## config.mk

```make
export PLATFORM = sky130hd
export DESIGN_NAME = pulse_width_decoder
export DESIGN_NICKNAME = d
export VERILOG_FILES = /design/src/rtl/pwd_pkg.sv /design/src/rtl/pwd_input_conditioner.sv /design/src/rtl/pulse_width_decoder.sv
export SDC_FILE = /design/constraint.sdc
export NUM_CORES = 1
export LEC_CHECK = 0
export CAP_MARGIN = 20
export CORE_ASPECT_RATIO = 0.75
export CORE_UTILIZATION = 40
export CTS_BUF_LIST = sky130_fd_sc_hd__clkbuf_16
export CTS_CLUSTER_SIZE = 10
export DETAILED_ROUTE_END_ITERATION = 8
export PLACE_DENSITY = 0.65
export SETUP_SLACK_MARGIN = 0.1
export SLEW_MARGIN = 40
export SYNTH_ARGS = -nofsm -noshare
export SYNTH_HDL_FRONTEND = slang
export SYNTH_SLANG_ARGS = --single-unit
```

## constraint.sdc

```tcl
create_clock -name clock -period 5.2 [get_ports clock]
set_input_delay 0.78 -clock clock [delete_from_list [all_inputs] [get_ports clock]]
set_output_delay 0.78 -clock clock [all_outputs]
set_load 0.01 [all_outputs]
```

## src/rtl/pwd_pkg.sv

```systemverilog
// Shared types and default constants for the pulse-width decoder.
package pwd_pkg;

  typedef enum logic [1:0] {
    ST_IDLE  = 2'd0,
    ST_HIGH  = 2'd1,
    ST_LOW   = 2'd2,
    ST_STUCK = 2'd3
  } pwd_state_e;

  localparam int unsigned PWD_COUNT_WIDTH   = 8;
  localparam int unsigned PWD_WORD_BITS     = 8;
  localparam int unsigned PWD_ZERO_TICKS    = 9;
  localparam int unsigned PWD_ONE_TICKS     = 18;
  localparam int unsigned PWD_TOLERANCE     = 4;
  localparam int unsigned PWD_TIMEOUT_TICKS = 200;

endpackage

```

## src/rtl/pwd_input_conditioner.sv

```systemverilog
// Synchronises the serial line, optionally deglitches it (PWD_GLITCH_FILTER_EN),
// and emits registered level plus rise/fall strobes.
module pwd_input_conditioner (
  input  logic clock,
  input  logic reset_n,
  input  logic digital_in,
  output logic line_level,
  output logic rise,
  output logic fall
);

  logic [1:0] sync_q;
  logic [1:0] fill_q;
  logic       primed_q;
  logic       level_c;

  always_ff @(posedge clock or negedge reset_n) begin
    if (!reset_n) sync_q <= '0;
    else          sync_q <= {sync_q[0], digital_in};
  end

`ifdef PWD_GLITCH_FILTER_EN
  logic hist_q;
  logic filt_q;

  // Level follows only after three consecutive equal samples.
  always_ff @(posedge clock or negedge reset_n) begin
    if (!reset_n) begin
      hist_q <= 1'b0;
      filt_q <= 1'b0;
    end else begin
      hist_q <= sync_q[1];
      if ((sync_q[0] == sync_q[1]) && (sync_q[1] == hist_q)) filt_q <= sync_q[1];
    end
  end

  assign level_c = filt_q;
`else
  assign level_c = sync_q[1];
`endif

  // Edges are only reported once a genuine low has been seen after reset,
  // so a pulse already in progress at reset release is ignored.
  always_ff @(posedge clock or negedge reset_n) begin
    if (!reset_n) begin
      fill_q     <= '0;
      primed_q   <= 1'b0;
      line_level <= 1'b0;
      rise       <= 1'b0;
      fall       <= 1'b0;
    end else begin
      fill_q     <= {fill_q[0], 1'b1};
      if (fill_q[1] && !level_c && !sync_q[1]) primed_q <= 1'b1;
      line_level <= level_c;
      rise       <= primed_q & level_c & ~line_level;
      fall       <= primed_q & ~level_c & line_level;
    end
  end

endmodule

```

## src/rtl/pulse_width_decoder.sv

```systemverilog
// Decodes pulse-width-modulated symbols into MSB-first words with a valid/ready
// output. Optional input deglitching via PWD_GLITCH_FILTER_EN.
module pulse_width_decoder
  import pwd_pkg::*;
#(
  parameter int unsigned COUNT_WIDTH   = PWD_COUNT_WIDTH,
  parameter int unsigned WORD_BITS     = PWD_WORD_BITS,
  parameter int unsigned ZERO_TICKS    = PWD_ZERO_TICKS,
  parameter int unsigned ONE_TICKS     = PWD_ONE_TICKS,
  parameter int unsigned TOLERANCE     = PWD_TOLERANCE,
  parameter int unsigned TIMEOUT_TICKS = PWD_TIMEOUT_TICKS
) (
  input  logic                 clock,
  input  logic                 reset_n,
  input  logic                 digital_in,
  input  logic                 word_ready,
  output logic [WORD_BITS-1:0] word_data,
  output logic                 word_valid,
  output logic                 bit_strobe,
  output logic                 bit_value,
  output logic                 frame_error,
  output logic                 overrun,
  output logic                 busy
);

  localparam int unsigned DIST_W    = COUNT_WIDTH + 1;
  localparam int unsigned BIT_CNT_W = $clog2(WORD_BITS + 1);
  localparam logic [COUNT_WIDTH-1:0] CNT_MAX     = '1;
  localparam logic [COUNT_WIDTH-1:0] CNT_ONE     = COUNT_WIDTH'(1);
  localparam logic [COUNT_WIDTH-1:0] CNT_TIMEOUT = COUNT_WIDTH'(TIMEOUT_TICKS);
  localparam logic [BIT_CNT_W-1:0]   LAST_BIT    = BIT_CNT_W'(WORD_BITS - 1);

  pwd_state_e             state_q;
  logic [COUNT_WIDTH-1:0] cnt_q;
  logic [COUNT_WIDTH-1:0] cnt_inc_c;
  logic [BIT_CNT_W-1:0]   bit_cnt_q;
  logic [WORD_BITS-1:0]   shift_q;
  logic [WORD_BITS-1:0]   word_c;
  logic [DIST_W-1:0]      width_c, d0_c, d1_c, dmin_c;
  logic                   bit_c, sym_ok_c;
  logic                   line_level, rise, fall;

  pwd_input_conditioner u_cond (
    .clock      (clock),
    .reset_n    (reset_n),
    .digital_in (digital_in),
    .line_level (line_level),
    .rise       (rise),
    .fall       (fall)
  );

  // Nearest-nominal classification of the completed pulse; ties go to 1.
  always_comb begin
    width_c   = DIST_W'(cnt_q);
    d0_c      = (width_c >= DIST_W'(ZERO_TICKS)) ? width_c - DIST_W'(ZERO_TICKS)
                                                 : DIST_W'(ZERO_TICKS) - width_c;
    d1_c      = (width_c >= DIST_W'(ONE_TICKS))  ? width_c - DIST_W'(ONE_TICKS)
                                                 : DIST_W'(ONE_TICKS) - width_c;
    bit_c     = !(d0_c < d1_c);
    dmin_c    = bit_c ? d1_c : d0_c;
    sym_ok_c  = (dmin_c <= DIST_W'(TOLERANCE));
    word_c    = {shift_q[WORD_BITS-2:0], bit_c};
    cnt_inc_c = (cnt_q == CNT_MAX) ? cnt_q : cnt_q + CNT_ONE;
  end

  always_ff @(posedge clock or negedge reset_n) begin
    if (!reset_n) begin
      state_q     <= ST_IDLE;
      cnt_q       <= '0;
      bit_cnt_q   <= '0;
      shift_q     <= '0;
      word_data   <= '0;
      word_valid  <= 1'b0;
      bit_strobe  <= 1'b0;
      bit_value   <= 1'b0;
      frame_error <= 1'b0;
      overrun     <= 1'b0;
      busy        <= 1'b0;
    end else begin
      bit_strobe  <= 1'b0;
      frame_error <= 1'b0;
      overrun     <= 1'b0;
      if (word_valid && word_ready) word_valid <= 1'b0;

      case (state_q)
        ST_IDLE: begin
          if (rise) begin
            state_q <= ST_HIGH;
            cnt_q   <= CNT_ONE;
            busy    <= 1'b1;
          end
        end

        ST_HIGH: begin
          if (fall) begin
            state_q <= ST_LOW;
            cnt_q   <= CNT_ONE;
            if (sym_ok_c) begin
              bit_strobe <= 1'b1;
              bit_value  <= bit_c;
              shift_q    <= word_c;
              if (bit_cnt_q == LAST_BIT) begin
                bit_cnt_q <= '0;
                if (!word_valid || word_ready) begin
                  word_data  <= word_c;
                  word_valid <= 1'b1;
                end else begin
                  overrun <= 1'b1;
                end
              end else begin
                bit_cnt_q <= bit_cnt_q + BIT_CNT_W'(1);
              end
            end else begin
              frame_error <= 1'b1;
              bit_cnt_q   <= '0;
              shift_q     <= '0;
            end
          end else if (line_level) begin
            if (cnt_q >= CNT_TIMEOUT) begin
              state_q     <= ST_STUCK;
              frame_error <= 1'b1;
              bit_cnt_q   <= '0;
              shift_q     <= '0;
            end else begin
              cnt_q <= cnt_inc_c;
            end
          end
        end

        ST_LOW: begin
          if (rise) begin
            state_q <= ST_HIGH;
            cnt_q   <= CNT_ONE;
          end else if (!line_level) begin
            if (cnt_q >= CNT_TIMEOUT) begin
              state_q     <= ST_IDLE;
              busy        <= 1'b0;
              frame_error <= (bit_cnt_q != '0);
              bit_cnt_q   <= '0;
              shift_q     <= '0;
            end else begin
              cnt_q <= cnt_inc_c;
            end
          end
        end

        ST_STUCK: begin
          if (fall) begin
            state_q <= ST_IDLE;
            busy    <= 1'b0;
          end
        end

        default: begin
          state_q <= ST_IDLE;
          busy    <= 1'b0;
        end
      endcase
    end
  end

endmodule

```

* After elaboration in Yosys (flattened, before gate mapping) *
Index checks and enable logic that the tools add are counted.

word-level totals
  bits in registers = 44
  input bits = 4
  output and inout bits = 14
  logic and storage cells = 129

operators by class
  add/subtract/negate cells = 6
  $lt $le $gt $ge = 5
  eq/ne operators = 14
  multiplexer cells = 63
  bitwise logic cells = 6
  reduce and logical (&&, ||, !) cells = 18

operators with widths
  cell                   number
  $mux W8                13
  $mux W4                7
  $mux W9                3
  $mux W1                26
  $pmux W8 S3            1
  $mux W2                8
  $pmux W8 S2            1
  $reduce_and A6 Y1      2
  $le A9 B3 Y1 const B   1
  $lt A9 B9 Y1           1
  $sub A4 B8 Y9 const A  1
  $sub A5 B8 Y9 const A  1
  $sub A8 B4 Y9 const B  1
  $sub A8 B5 Y9 const B  1
  $add A8 B1 Y8 const B  1
  $eq A8 B8 Y1 const B   1
  $ge A8 B4 Y1 const B   1
  $ge A8 B5 Y1 const B   1
  $ge A8 B8 Y1 const B   1
  $pmux W2 S4            1
  $pmux W4 S2            1
  $reduce_and A4 Y1      2
  $ne A2 B2 Y1 const B   3
  $ne A3 B2 Y1 const B   2
  20 further kinds       31

* Depth between registers and ports, before layout *
Gate-level depths: netlist of run 1.

  word-level depth = 8
  depth in mapped cells = 18
  depth with buffers taken out = 17

* Hierarchy *
From an unflattened synthesis of run 1, not the netlist that was laid out.

unflattened totals
  cell total of the unflattened synthesis = 307
  area, all modules = 2957.8 sq um

modules (own cells, without submodules)
  module                 times used  cells each  area an instance (sq um)  sequential area each (sq um)
  pulse_width_decoder    1           293         2728.9                    875.8
  pwd_input_conditioner  1           14          229.0                     200.2

* Worst setup path after synthesis of run 1 *
Ideal clock, no wire load.

  path kind = flip-flop to flip-flop
  start = register cnt_q[2]
  end = register word_data[0]
  setup time = 125 ps
  arrival time = 4448 ps
  required time = 5075 ps
  slack = 627 ps
  cell stages (with the launch flop) = 18
  buffers on the path = 1
  clock period less this slack = 4573 ps
  cells stage by stage = dfrtp_1 buf_4 inv_1 ha_1 nand2b_4 o21ai_2 nand2_1 a31oi_1 and2_1 a31oi_1 ha_1 or4_1 a221oi_1 a31oi_1 or4b_1 o31a_4 a2111oi_4 mux2_2

on the way
  longest elaborated chain between the ends = 6
  elaborated cells on any way between the ends = 13
  those cells by class = 4 x add/sub; 4 x order compare; 3 x mux; 2 x reduce/logical

RTL lines
  item                                         RTL line                                              RTL
  start: declaration                           pulse_width_decoder.sv:34                             logic [COUNT_WIDTH-1:0] cnt_q;
  start signal: assignment                     pulse_width_decoder.sv:125                            cnt_q <= cnt_inc_c;
  start signal: assignment                     pulse_width_decoder.sv:142                            cnt_q <= cnt_inc_c;
  $sub A4 B8 Y9, or another cell as far along  pulse_width_decoder.sv:56                             : DIST_W'(ZERO_TICKS) - width_c;
  $mux W9 (on tied branches)                   pulse_width_decoder.sv:55, pulse_width_decoder.sv:57
  $lt A9 B9 Y1                                 pulse_width_decoder.sv:59                             bit_c = !(d0_c < d1_c);
  $mux W9                                      pulse_width_decoder.sv:60                             dmin_c = bit_c ? d1_c : d0_c;
  $le A9 B3 Y1                                 pulse_width_decoder.sv:61                             sym_ok_c = (dmin_c <= DIST_W'(TOLERANCE));
  $reduce_and A5 Y1 (no source line)           n/a
  end signal: assignment                       pulse_width_decoder.sv:105                            word_data <= word_c;
  end: declaration                             pulse_width_decoder.sv:17                             output logic [WORD_BITS-1:0] word_data,

Parallel ways exist; a longest one is shown, timed or not.
A chain may end at the register's enable or synchronous reset.

* Worst setup path in the final report of run 1 *
  start = register cnt_q[1]
  end = register word_data[3]

on the way
  longest elaborated chain between the ends = 6
  elaborated cells on any way between the ends = 12
  those cells by class = 4 x add/sub; 4 x order compare; 3 x mux; 1 x reduce/logical

RTL lines
  item                                         RTL line
  $sub A4 B8 Y9, or another cell as far along  pulse_width_decoder.sv:56
  $mux W9 (on tied branches)                   pulse_width_decoder.sv:55, pulse_width_decoder.sv:57
  $lt A9 B9 Y1                                 pulse_width_decoder.sv:59
  $mux W9 *                                    pulse_width_decoder.sv:60
  $le A9 B3 Y1 *                               pulse_width_decoder.sv:61
  $reduce_and A5 Y1 (no source line) *         n/a

Every way passes the cells marked *; elsewhere a longest branch is shown, timed or not.

==> results of run 1 <==
==> flip-flops by register name (all words and copies together) (netlist names) <==
signal / flops
busy: 1
word_valid: 1
bit_value: 1
u_cond.fall: 1
state_q: 2
frame_error: 1
u_cond.sync_q: 2
shift_q: 7
u_cond.primed_q: 1
u_cond.fill_q: 2
u_cond.rise: 1
bit_cnt_q: 4
u_cond.line_level: 1
bit_strobe: 1
word_data: 8
overrun: 1
cnt_q: 8
==> cell usage in the layout (no fill, tap or decap), drive strengths merged, types with 10 or more instances in the layout <==
| cell | instances |
|---|---|
| dfrtp | 43 |
| o21ai | 28 |
| nand2 | 26 |
| ha | 24 |
| nor2 | 21 |
| inv | 20 |
| a21oi | 19 |
| clkdlybuf4s50 | 16 |
| a22o | 11 |
| mux2 | 10 |
| buf | 10 |
==> logic make-up after synthesis <==
| family | Yosys count | share of synthesized area [%] |
|---|---|---|
| AOI/OAI and AO/OA | 105 | 25.57 |
| DFF | 43 | 36.96 |
| muxes | 12 | 4.555 |
| xor gates and xnor gates | 4 | 1.203 |
| other | 1 | 0.1288 |
| buffers and inverters | 35 | 5.200 |
| and+or+nand+nor | 92 | 16.07 |
| adders and majority gates | 24 | 10.31 |
==> area by class of cell <==
type / instances / area, µm²
clock buffer: 5 / 125.1
clock inverter: 2 / 8.758
fill: 667 / 3582
inverter: 20 / 75.07
multi-input combinational: 238 / 1703
sequential: 43 / 1077
tap: 98 / 122.6
timing repair buffer: 26 / 235.2
==> metrics by stage <==
| step | std cells | power [µW] | setup WS (ps) | utilization (%) |
|---|---|---|---|---|
| 6_report | 432 | 1358 | 342.5 | 48.30 |
| 5_1_grt | 432 | 1455 | 121.0 | 48.30 |
| 4_1_cts | 432 | 1351 | 180.4 | 48.09 |
| 3_5_place_dp | 425 | 1052 | 215.0 | 46.15 |
| 3_3_place_gp | 425 | 1037 | 498.6 | 46.05 |
| 2_1_floorplan | 316 | 892.8 | 627.1 | - |
==> timing repair <==
| item | 4_1_cts | 5_1_grt |
|---|---|---|
| gates resized for setup | 0 | 3 |
| endpoints found under the setup margin | 0 | 8 |
| setup buffers | 0 | 0 |
==> where the power goes <==
| group | leakage, µW | switching (µW) | internal (µW) |
|---|---|---|---|
| Combinational | 0.000821 | 387 | 261 |
| Clock | 0.0000671 | 119 | 172 |
| Sequential | 0.000570 | 50.2 | 368 |
| Total | 0.00146 | 556 | 801 |
==> routing by layer <==
layer | GRT usage [%] | vias to the layer above | wire, µm
met3 | 3.945 | 5 | 410
li1 | - | 1199 | -
met4 | 4.509 | 0 | 65
met2 | 27.63 | 90 | 2784
met1 | 26.55 | 1170 | 3298
met5 | 0 | - | 0
==> final timing paths <==
| path | to | slack [ps] |
|---|---|---|
| setup / recovery | word_data[3] | 340 |
| hold / removal | u_cond.fill_q[1] | 350 |
| setup reg to reg | word_data[3] | 340 |
| hold reg to reg | u_cond.fill_q[1] | 350 |
| max in group asynchronous | cnt_q[1] | 4320 |
| min in group asynchronous | word_data[6] | 480 |
==> run_results.csv, run 1 <==
group,metric,value,unit
cells_and_area,antenna_cells,0,
cells_and_area,drive_gt1_share,11.08,%
setup_path,critical_path.max_stage_delay,570,ps
cells_and_area,final_area,0.003347,mm²
setup_path,ff2ff_path_depth,16,
route,wirelength,6559,µm
logic_synthesis,synth_area_per_cell,9.214,µm²
route,avgRoutedWirePerCell,15.18,µm
logic_synthesis,yosys.area.top_type,"dfrtp_1",
logic_synthesis,yosys_warnings,0,
global_route,grtUsageTotal,18.24,%
global_route,overflow,0,
route,drtPass1Iterations,4,
floorplanning,io_pins,18,
setup_path,cp.depth,16,
route,dr_total_vias,2464,
power_and_ir_drop,power_density,405.6,mW/mm²
logic_synthesis,synth-seq-cells,43,
setup_path,required,5370,ps
clock_network,cts_tree,"done",
power_and_ir_drop,vdd_drop_max,0.1518,mV
setup_path,cp_slowest_cell,"or4b_1",
clock_network,root_buffer,"clkbuf_16",
setup_path,r2r-start,"cnt_q[1]",
route,vias_per_cell,5.704,
floorplanning,core,0.006929,mm²
route,drt_iter0_drc,160,
sta,timing.fmax,0.2059,GHz
floorplanning,die_area,0.007628,mm²
min_path,holdCritStartpoint,"u_cond.fill_q[0]",
setup_path,end_kind,"flip-flop",
logic_synthesis,yosysSeqAreaShare,36.96,%
power_and_ir_drop,leakagePower,0.001458,µW
logic_synthesis,synth_enable_flop_cells,0,
clock_network,cts_hold_buf,0,
setup_path,worstPathCellList,"inv_1 > ha_1 > nand2b_1 > or3_1 > nor2_1 > a311o_1 > inv_1 > ha_1 > or4_1 > a221oi_1 > a31oi_1 > or4b_1 > o31a_4 > a2111oi_4 > buf_4 > mux2_2",
sta,maxSlewHeadroom,53.47,%
sta,hold_viol,0,
logic_synthesis,synth_cell_types,60,
sta,timing.final.crit_share,93.41,%
sta,layout_min_cycle_time,4858,ps
placement,portBuffers,17,
logic_synthesis,synth.top_cell.area_share,36.96,%
logic_synthesis,ys.flop_type,"dfrtp_1",
logic_synthesis,synth_area,0.002912,mm²
logic_synthesis,async_flop_share,100.0,%
sta,fin_worst_skew,5.899,ps
clock_network,clkTransAtPathRegs,60,ps
clock_network,clk_path_buf_depth,2,
setup_path,cp-startpoint,"cnt_q[1]",
placement,placed_area,0.003198,mm²
floorplanning,rows,26,
setup_path,path_buf_inv,3,
clock_network,numCtsBuffers,5,
sta,grt_setup_unrepaired,"no",
floorplanning,die_w,100.5,µm
logic_synthesis,netlist_instances,316,
sta,worstMarginPinSlew,692.0,ps
logic_synthesis,synth_nets,344,
sta,slew_viol_final,0,
global_route,antenna_found_initial,0,
logic_synthesis,synth.most_common_cell,"dfrtp_1",
sta,setup-violations-final,0,
logic_synthesis,ys_top_cells_by_count,"43 x dfrtp_1, 27 x o21ai_0, 26 x nand2_1, 24 x ha_1, 21 x nor2_1",
placement,dp_hpwl,4771,µm
setup_path,crit_path_start_kind,"flip-flop",
setup_path,critPathArrivalTime,5020,ps
sta,holdWs,349.5,ps
cells_and_area,final_nets,362,
global_route,grt_max_degree,44,
global_route,grt_pass1_wl,10840,µm
run,max_cap_violations,0,
sta,setup_tns,0,ps
clock_network,clock_sinks,43,
setup_path,path_max_fanout,12,
logic_synthesis,synthTopCellsByArea,"dfrtp_1 37%, ha_1 10%, o21ai_0 4.6%, mux2_2 3.9%, nand2_1 3.4%",
placement,place_congestion,0.9486,
setup_path,crit_family,"simple AND/OR/NAND/NOR gates",
floorplanning,start_util,42.02,%
floorplanning,chipHeight,75.89,µm
min_path,hold_path_class,"flip-flop to flip-flop",
cells_and_area,syn2layout_area_growth,14.95,%
route,drc,0,
setup_path,worstSetupPathType,"flip-flop to flip-flop",
status,outcome,"completed",
min_path,hold_depth,0,
route,final_antenna_net_count,0,
clock_network,ctsHtreeMaxLevel,2,
clock_network,insertion_delay,280,ps
global_route,grt_pass1_vias,2188,
Power figures use the tool's default switching activity.
==> run 2, diff against run 1 <==
--- a/config.mk
+++ b/config.mk
@@ -7,6 +7,7 @@
 export LEC_CHECK = 0
 export CAP_MARGIN = 20
 export CORE_ASPECT_RATIO = 0.75
+export CORE_MARGIN = 2
 export CORE_UTILIZATION = 40
 export CTS_BUF_LIST = sky130_fd_sc_hd__clkbuf_16
 export CTS_CLUSTER_SIZE = 10
==> run 2 against run 1 <==
  * Critical path depth increased by 1
  * Fmax increased by 2.6%
  * Via count decreased by 1.5%
  * Utilization down 0.11 points
  * Worst setup slack gained 120 ps
  * First-iteration DRC count increased by 68%
  * Sequential share of layout area about the same
  * Global-route usage is 0.70 points lower
  * Combinational power is 0.6% higher
  * Critical endpoint is now word_data[7]
  * Largest cell class unchanged
==> run_results.csv, run 2 (synthesis gave the netlist of run 1 again) <==
group,metric,value,unit
cells_and_area,final_nets,362,
sta,fin_worst_skew,4.791,ps
route,final_antenna_net_count,0,
sta,setup-violations-final,0,
global_route,grt_pass1_vias,2233,
placement,dp_cells,424,
setup_path,required,5370,ps
cells_and_area,fin_util,48.19,%
power_and_ir_drop,power_density,405.2,mW/mm²
sta,worstMarginPinSlew,661.5,ps
sta,grt_setup_unrepaired,"no",
route,drt_iter0_drc,269,
min_path,hold_depth,0,
global_route,grtUsageTotal,17.54,%
placement,portBuffers,17,
cells_and_area,instances_no_fill,433,
clock_network,insertion_delay,280,ps
global_route,overflow,0,
placement,place_congestion,0.8980,
setup_path,r2r-end,"word_data[7]",
cells_and_area,top_regs,"cnt_q (8), word_data (8), shift_q (7)",
clock_network,cts_tree,"done",
power_and_ir_drop,clock_power_share,21.9,%
floorplanning,start_util,42.02,%
route,avgRoutedWirePerCell,15.34,µm
route,dr_total_vias,2428,
floorplanning,core,0.006929,mm²
route,vias_per_cell,5.607,
sta,setup_tns,0,ps
setup_path,worstSetupPathType,"flip-flop to flip-flop",
route,top_layer,"met4",
setup_path,critPathArrivalTime,4900,ps
power_and_ir_drop,switching_share,40.98,%
sta,layout_min_cycle_time,4733,ps
setup_path,ff2ff_path_depth,17,
setup_path,r2r-start,"cnt_q[2]",
route,met1_length,3519,µm
global_route,antenna_found_initial,0,
route,drc,0,
status,outcome,"completed",
clock_network,cts_hold_buf,0,
clock_network,numCtsBuffers,5,
clock_network,clock_sinks,43,
placement,dp_hpwl,4842,µm
cells_and_area,most-common-layout-cells,"43 x dfrtp_1, 27 x o21ai_0, 26 x nand2_1",
clock_network,root_buffer,"clkbuf_16",
setup_path,crit_path_start_kind,"flip-flop",
setup_path,rrSetupSlack,470,ps
min_path,holdCritStartpoint,"u_cond.sync_q[0]",
floorplanning,die_area,0.007984,mm²
power_and_ir_drop,switchingPower,554.5,µW
floorplanning,rows,26,
floorplanning,die_w,102.5,µm
power_and_ir_drop,leakagePower,0.001462,µW
min_path,hold_end,"u_cond.sync_q[1]",
cells_and_area,syn2layout_area_growth,14.70,%
sta,maxSlewHeadroom,55.52,%
sta,hold_viol,0,
sta,timing.final.crit_share,91.02,%
floorplanning,chipHeight,77.89,µm
route,drtPass1Iterations,5,
cells_and_area,antenna_cells,0,
power_and_ir_drop,comb_power_share,48.2,%
min_path,hold_path_class,"flip-flop to flip-flop",
cells_and_area,drive_gt1_share,10.75,%
clock_network,ctsHtreeMaxLevel,2,
sta,slew_viol_final,0,
power_and_ir_drop,vdd_drop_max,0.1984,mV
global_route,grt_max_degree,44,
floorplanning,io_pins,18,
setup_path,end_kind,"flip-flop",
route,wl_met2,2646,µm
global_route,grt_pass1_wl,11160,µm
sta,holdWs,347.1,ps
sta,timing.fmax,0.2113,GHz
power_and_ir_drop,pwr-share-seq,29.9,%
clock_network,clk_path_buf_depth,2,
route,wirelength,6642,µm
power_and_ir_drop,p_int,798.6,µW
cells_and_area,fill_cells,647,
route,wl_met3,370,µm
setup_path,path_max_fanout,8,
cells_and_area,final_common_cell,"dfrtp_1",
run,max_cap_violations,0,
clock_network,clkTransAtPathRegs,60,ps
run 2: layout make-up:
type | instances | area (µm²) | share of cell area (%)
Clock buffer | 5 | 125.1 | 3.747
Sequential cell | 43 | 1076 | 32.22
Clock inverter | 3 | 16.27 | 0.4871
Timing Repair Buffer | 26 | 235.2 | 7.044
Multi-Input combinational cell | 238 | 1689 | 50.58
Tap cell | 98 | 122.6 | 3.672
Inverter | 20 | 75.07 | 2.248
run 2: metrics by stage:
stage | area (µm²) | worst slack (ps) | power [µW]
final | 3339 | 467.1 | 1353
after global routing | 3339 | 129.4 | 1459
after CTS | 3332 | 161.5 | 1352
after detailed placement | 3191 | 162.9 | 1049
after global placement | 3183 | 397.3 | 1037
after floorplan | 2912 | 627.1 | 892.8
run 2: layer usage:
metal | global-route usage, % | vias to the layer above
li1 | - | 1194
met1 | 28.15 | 1141
met2 | 23.46 | 84
met3 | 3.514 | 9
met4 | 4.533 | 0
met5 | 0 | -
run 2: timing repair:
| item | in CTS | in global routing |
|---|---|---|
| gates resized for setup | 0 | 0 |
| buffers inserted | 0 | 1 |
| setup endpoints to repair | 0 | 8 |
run 2: how the worst max path moves through the flow:
stage / cells after the start / from / to / slack [ps]
floorplan: 17 / cnt_q[2] / word_data[0] / 630
global route: 17 / cnt_q[2] / word_data[2] / 130
CTS: 16 / cnt_q[1] / word_data[7] / 160
finish: 17 / cnt_q[2] / word_data[7] / 470
detailed placement: 16 / cnt_q[1] / word_data[7] / 160
global placement: 16 / cnt_q[1] / word_data[5] / 400
run 2: power by group through the flow:
stage	sequential [µW]	clock, µW	combinational, µW
6_report	405	296	652
5_1_grt	412	318	729
4_1_cts	405	302	645
3_5_place_dp	410	0	638
3_3_place_gp	408	0	628
2_1_floorplan	406	0	487
run 2: critical path, stage by stage (launching register included):
cell	delay, ps
dfrtp_1	370
inv_1	140
ha_1	370
nand2b_4	120
o21ai_2	280
nand2_1	190
a31oi_1	270
and2_1	160
a31oi_1	50
ha_1	260
or4_1	500
a221oi_1	220
a31oi_1	170
or4b_1	580
o31a_4	180
a2111oi_4	190
buf_4	230
mux2_2	350
==> run 3, diff against run 2 <==
--- a/config.mk
+++ b/config.mk
@@ -10,7 +10,7 @@
 export CORE_MARGIN = 2
 export CORE_UTILIZATION = 40
 export CTS_BUF_LIST = sky130_fd_sc_hd__clkbuf_16
-export CTS_CLUSTER_SIZE = 10
+export CTS_CLUSTER_SIZE = 14
 export DETAILED_ROUTE_END_ITERATION = 8
 export PLACE_DENSITY = 0.65
 export SETUP_SLACK_MARGIN = 0.1
==> results of run 3 <==
No change in the layout: final DEF, timing and power equal those of run 2.
==> edit 1, RTL diff (config.mk and constraints of run 1) <==
`PWD_WORD_BITS`: 8 -> 4.
--- a/src/rtl/pwd_pkg.sv
+++ b/src/rtl/pwd_pkg.sv
@@ -9,7 +9,7 @@
   } pwd_state_e;
 
   localparam int unsigned PWD_COUNT_WIDTH   = 8;
-  localparam int unsigned PWD_WORD_BITS     = 8;
+  localparam int unsigned PWD_WORD_BITS     = 4;
   localparam int unsigned PWD_ZERO_TICKS    = 9;
   localparam int unsigned PWD_ONE_TICKS     = 18;
   localparam int unsigned PWD_TOLERANCE     = 4;
Ports: changed (resized word_data); port bits go from 18 to 14. No check against the original RTL was run, so the function may have changed too.
==> edit 1 against run 1 <==
Wire length is 1.1% lower. Clock skew is 1.2 ps lower. Core utilization is 0.34 points lower. Sequential cell count is 9 lower. Area after synthesis is 8.1% lower. Largest cell class unchanged. Die area is 7.9% lower. Power is 4.5% higher. Combinational power is 4.6% higher. Setup slack better by 200 ps. Via count is 0.32% higher. Highest routed layer unchanged. Cell count is 6.0% lower. Design area is 8.6% lower. Critical path type unchanged.
==> edit 1: results (changes against run 1) <==
route:
  avgRoutedWirePerCell_um: 16.0  # +5.3%
  vias: 2472  # +0.32%
  wl_um: 6490  # -1.1%
  drt-pass1-iter-count: 5  # +1
  drtIter0Drc: 169  # +5.6%
cells_and_area:
  finalNetCount: 352  # -2.8%
  layout-drive-gt1-share_pct: 5.85  # -5.2 points
  top_regs: "cnt_q: 8 flops, word_data: 4 flops"
  fill_cells: 608  # -8.8%
place:
  post_dp_cell_area_sq_um: 2860  # -11%
  gp_congestion: 0.901  # -5.0%
  dpl_worst_slack_ps: 582  # +367 ps
  hpwlAfterDp_um: 4810  # +0.91%
  portBuffers: 13  # -4
  placedCellCount: 397  # -6.6%
min_path:
  hp-class: "reg2reg"
setup_path:
  crit_fanout: 16  # +4
synthesis:
  ys_seq_area_share_pct: 31.8  # -5.2 points
  synth_commonest_cells: "dfrtp_1, o21ai_0, a21oi_1"
  ys.flop_type: "dfrtp_1"
  avgSynthCellArea_sq_um: 8.41  # -8.7%
  synth_cell_types: 54  # -10%
  yosys_register_bits: 34  # -21%
global_routing:
  use_met1_pct: 31.7  # +5.2 points
  use_met3_pct: 4.38  # +0.43 points
  grt_max_degree: 35  # -20%
  grt_pass1_wl_um: 11200  # +3.2%
  use_met2_pct: 29.1  # +1.5 points
  grt_pass1_vias: 2262  # +3.4%
  grtUsageTotal_pct: 20.6  # +2.4 points
status:
  outcome: "finished clean"
power:
  p_leak_nw: 1.30  # -11%
  irDropWorstVdd_mv: 0.335  # +120%
  power.density_nw_per_um2: 463  # +14%
clock_network:
  cts_resized: 0  # unchanged
  clock_latency_ps: 280  # about the same
sta:
  tightest_slew_ps: 648  # -44.4 ps
  skew_ps: 4.70  # -1.20 ps
## edit 1: cell types whose count changed after synthesis, moves of 5 or more
cell / before / now
nor2b_1: 4 / 9
a22o_1: 11 / 3
clkbuf_1: 6 / 15
mux2_2: 10 / 1
nand2b_1: 4 / 9
dfrtp_1: 43 / 34
a21oi_1: 19 / 30
and3_1: 1 / 7
nand2_1: 26 / 21
## edit 1: cells by family (layout without fill, tap and decap cells)
group | Yosys count | in the layout | synth area share (%)
simple gates | 107 | 107 | 21.7
compound gates | 104 | 104 | 25.2
fa+ha+maj | 24 | 24 | 11.2
flops | 34 | 34 | 31.8
xor+xnor | 4 | 4 | 1.31
buf+inv | 35 | 42 | 5.05
mux | 9 | 9 | 3.60
other cells | 1 | 1 | 0.140
## edit 1: routing by layer
layer | vias up | part of all wire [%]
met5 | - | 0
met4 | 0 | 1.5
met3 | 12 | 5.9
met2 | 82 | 42
met1 | 1194 | 51
li1 | 1184 | -
## edit 1: final timing paths
kind / startpoint / to / slack (ps) / cells past startpoint
worst max register to register: cnt_q[2] / word_data[1] / 540 / 14
min in group asynchronous: reset_n / word_data[2] / 910 / 2
worst min register to register: u_cond.fill_q[0] / u_cond.fill_q[1] / 350 / 0
worst max-delay path: cnt_q[2] / word_data[1] / 540 / 14
max in group asynchronous: reset_n / shift_q[0] / 3980 / 2
worst min-delay path: u_cond.fill_q[0] / u_cond.fill_q[1] / 350 / 0
## edit 1: final cells by class
class	instances	share of cell area, %
clock buffer	5	4.09
clock inverter	3	2.25
inverter	16	1.96
multi-input combinational	249	55.2
sequential	34	27.8
tap	81	3.31
timing repair buffer	18	5.40
## edit 1: critical path: stages, from the launching register on
cell and delay (ps):
dfrtp_1 630, inv_1 160, ha_1 230, nor2b_1 150, o211a_1 350, or4_1 510
and3_1 200, ha_1 310, a21oi_1 130, o21ai_0 90, o211ai_1 170, nand2_1 130
or4_4 590, a2111oi_4 500, mux2_1 370
## edit 1: where the power goes
group | internal [mW] | leakage, nW | switching (mW)
clock network | 0.275 | 0.0940 | 0.116
logic | 0.253 | 0.762 | 0.425
registers | 0.296 | 0.447 | 0.0538
total | 0.824 | 1.30 | 0.594
==> edit 2, RTL diff (settings of run 1) <==
Made on the original files. Compare `bit_cnt_q` against `LAST_BIT` with >= in place of ==.
--- a/src/rtl/pulse_width_decoder.sv
+++ b/src/rtl/pulse_width_decoder.sv
@@ -99,7 +99,7 @@
               bit_strobe <= 1'b1;
               bit_value  <= bit_c;
               shift_q    <= word_c;
-              if (bit_cnt_q == LAST_BIT) begin
+              if (bit_cnt_q >= LAST_BIT) begin
                 bit_cnt_q <= '0;
                 if (!word_valid || word_ready) begin
                   word_data  <= word_c;
Behaviour: no difference found for any inputs over 10 cycles, from zero or initial values and one cycle with reset_n low; that may be too few to reach the edited logic, so the function may still have changed.
==> edit 2 against run 1 <==
Hold slack got worse by 3.5 ps. Power increased by 6.6%. Design area increased by 1.5%. Area after synthesis increased by 2.2%. Setup slack improved by 240 ps. Sequential cell count unchanged. Wire length increased by 4.0%. Critical path depth decreased by 2. First-iteration DRC count increased by 39%. Global-route usage increased by 0.26 points.
==> edit 2: results (changes against run 1) <==
route:
  drt-pass1-iter-count: 4  # unchanged
  avgRoutedWirePerCell_um: 15.4  # +1.2%
  drtIter0Drc: 223  # +39%
  via_per_inst: 5.68  # -0.33%
synthesis:
  synth_commonest_cells: "dfrtp_1, a21oi_1, nor2_1"
  netlist_instances: 334  # +5.7%
  ys_seq_area_share_pct: 36.2  # -0.79 points
  synth_cell_types: 56  # -6.7%
  synth_area_leaders: "dfrtp_1, ha_1, a21oi_1"
  synth_fp_nets: 362  # +5.2%
cells_and_area:
  top_regs: "cnt_q: 8 flops, word_data: 8 flops, shift_q: 7 flops"
  finalNetCount: 373  # +3.0%
  fill_cells: 642  # -3.7%
  layout-drive-gt1-share_pct: 9.25  # -1.8 points
place:
  gp_congestion: 0.923  # -2.7%
  hpwlAfterDp_um: 5000  # +4.7%
min_path:
  hp-class: "reg2reg"
setup_path:
  arrival_ps: 4780  # -240 ps
  cpPeakStageDelay_ps: 700  # +130 ps
  regToRegSetupSlack_ps: 580  # +240 ps
  slowest_stage: "a2111oi_4"
  worst_r2r_path_depth: 14  # -2
status:
  outcome: "finished clean"
sta:
  slew_headroom_pct: 45.6  # -7.9 points
  skew_ps: 5.38  # -0.519 ps
clock_network:
  cts_buffers: 5  # unchanged
power:
  p_leak_nw: 1.57  # +7.5%
  swShare_pct: 40.7  # -0.31 points
global_routing:
  grt_pass1_vias: 2284  # +4.4%
  grtUsageTotal_pct: 18.5  # +0.26 points
  grt_pass1_wl_um: 11400  # +4.9%
[edit 2: cell types whose count changed in the layout (fill, tap and decap cells not counted), moves of 4 or more]
cell | run 1 | this run
a21oi_1 | 19 | 28
nor2_1 | 21 | 28
and3_1 | 1 | 6
nand2b_1 | 4 | 9
nor2b_1 | 4 | 9
inv_1 | 20 | 16
o41ai_1 | 4 | 0
[edit 2: power by group through the flow]
stage | clock [mW] | combinational (mW) | sequential (mW)
3_3_place_gp | 0 | 0.648 | 0.427
3_5_place_dp | 0 | 0.650 | 0.428
5_1_grt | 0.372 | 0.754 | 0.430
6_report | 0.352 | 0.671 | 0.424
4_1_cts | 0.359 | 0.658 | 0.422
2_1_floorplan | 0 | 0.511 | 0.406
[edit 2: worst paths after layout]
path | from | to
worst max-delay path | cnt_q[1] | word_data[2]
worst min-delay path | u_cond.fill_q[0] | u_cond.fill_q[1]
worst max register to register | cnt_q[1] | word_data[2]
worst min register to register | u_cond.fill_q[0] | u_cond.fill_q[1]
max in group asynchronous | reset_n | cnt_q[2]
min in group asynchronous | reset_n | bit_value
[edit 2: cells by family (layout without fill, tap and decap cells)]
logic type | after synthesis | in the layout | synth area share, %
AOI/OAI and AO/OA | 105 | 105 | 23.9
xor gates and xnor gates | 5 | 5 | 1.47
adders and majority gates | 24 | 24 | 10.1
buffers and inverters | 35 | 47 | 4.96
DFF | 43 | 43 | 36.2
muxes | 14 | 14 | 5.13
other | 1 | 1 | 0.126
and+or+nand+nor | 107 | 107 | 18.1
[edit 2: worst max-delay path: cells and delay by family, from the launching register on]
family	cells	cell delay, ps
fa+ha+maj	2	730
simple gates	4	580
compound gates	5	1680
mux	2	770
buf+inv	1	220
flops	1	520
[edit 2: per-layer routing]
layer / global-route usage [%] / vias to the layer above / share of wire (%)
met5: 0 / - / 0
met1: 28.8 / 1195 / 51
li1: - / 1240 / -
met2: 24.7 / 81 / 41
met4: 4.35 / 0 / 1.2
met3: 5.20 / 8 / 6.4
[edit 2: cell type report]
class	instances	area (sq um)	area share [%]
Clock buffer	5	125	3.68
Timing Repair Buffer	23	213	6.26
Inverter	16	60.1	1.77
Tap cell	98	123	3.61
Sequential cell	43	1080	31.7
Multi-Input combinational cell	256	1760	51.7
Clock inverter	3	43.8	1.29
[edit 2: through the flow]
step / hold WS, ps / instance area (sq um) / utilization (%) / instances / setup WS [ps]
6_report: 346 / 3400 / 48.6 / 444 / 580
5_1_grt: 363 / 3400 / 48.6 / 444 / 176
4_1_cts: 349 / 3390 / 48.5 / 444 / 612
3_5_place_dp: 336 / 3220 / 46.1 / 436 / 579
3_3_place_gp: 333 / 3220 / 46.0 / 436 / 834
2_1_floorplan: 331 / 2980 / - / 334 / 1280
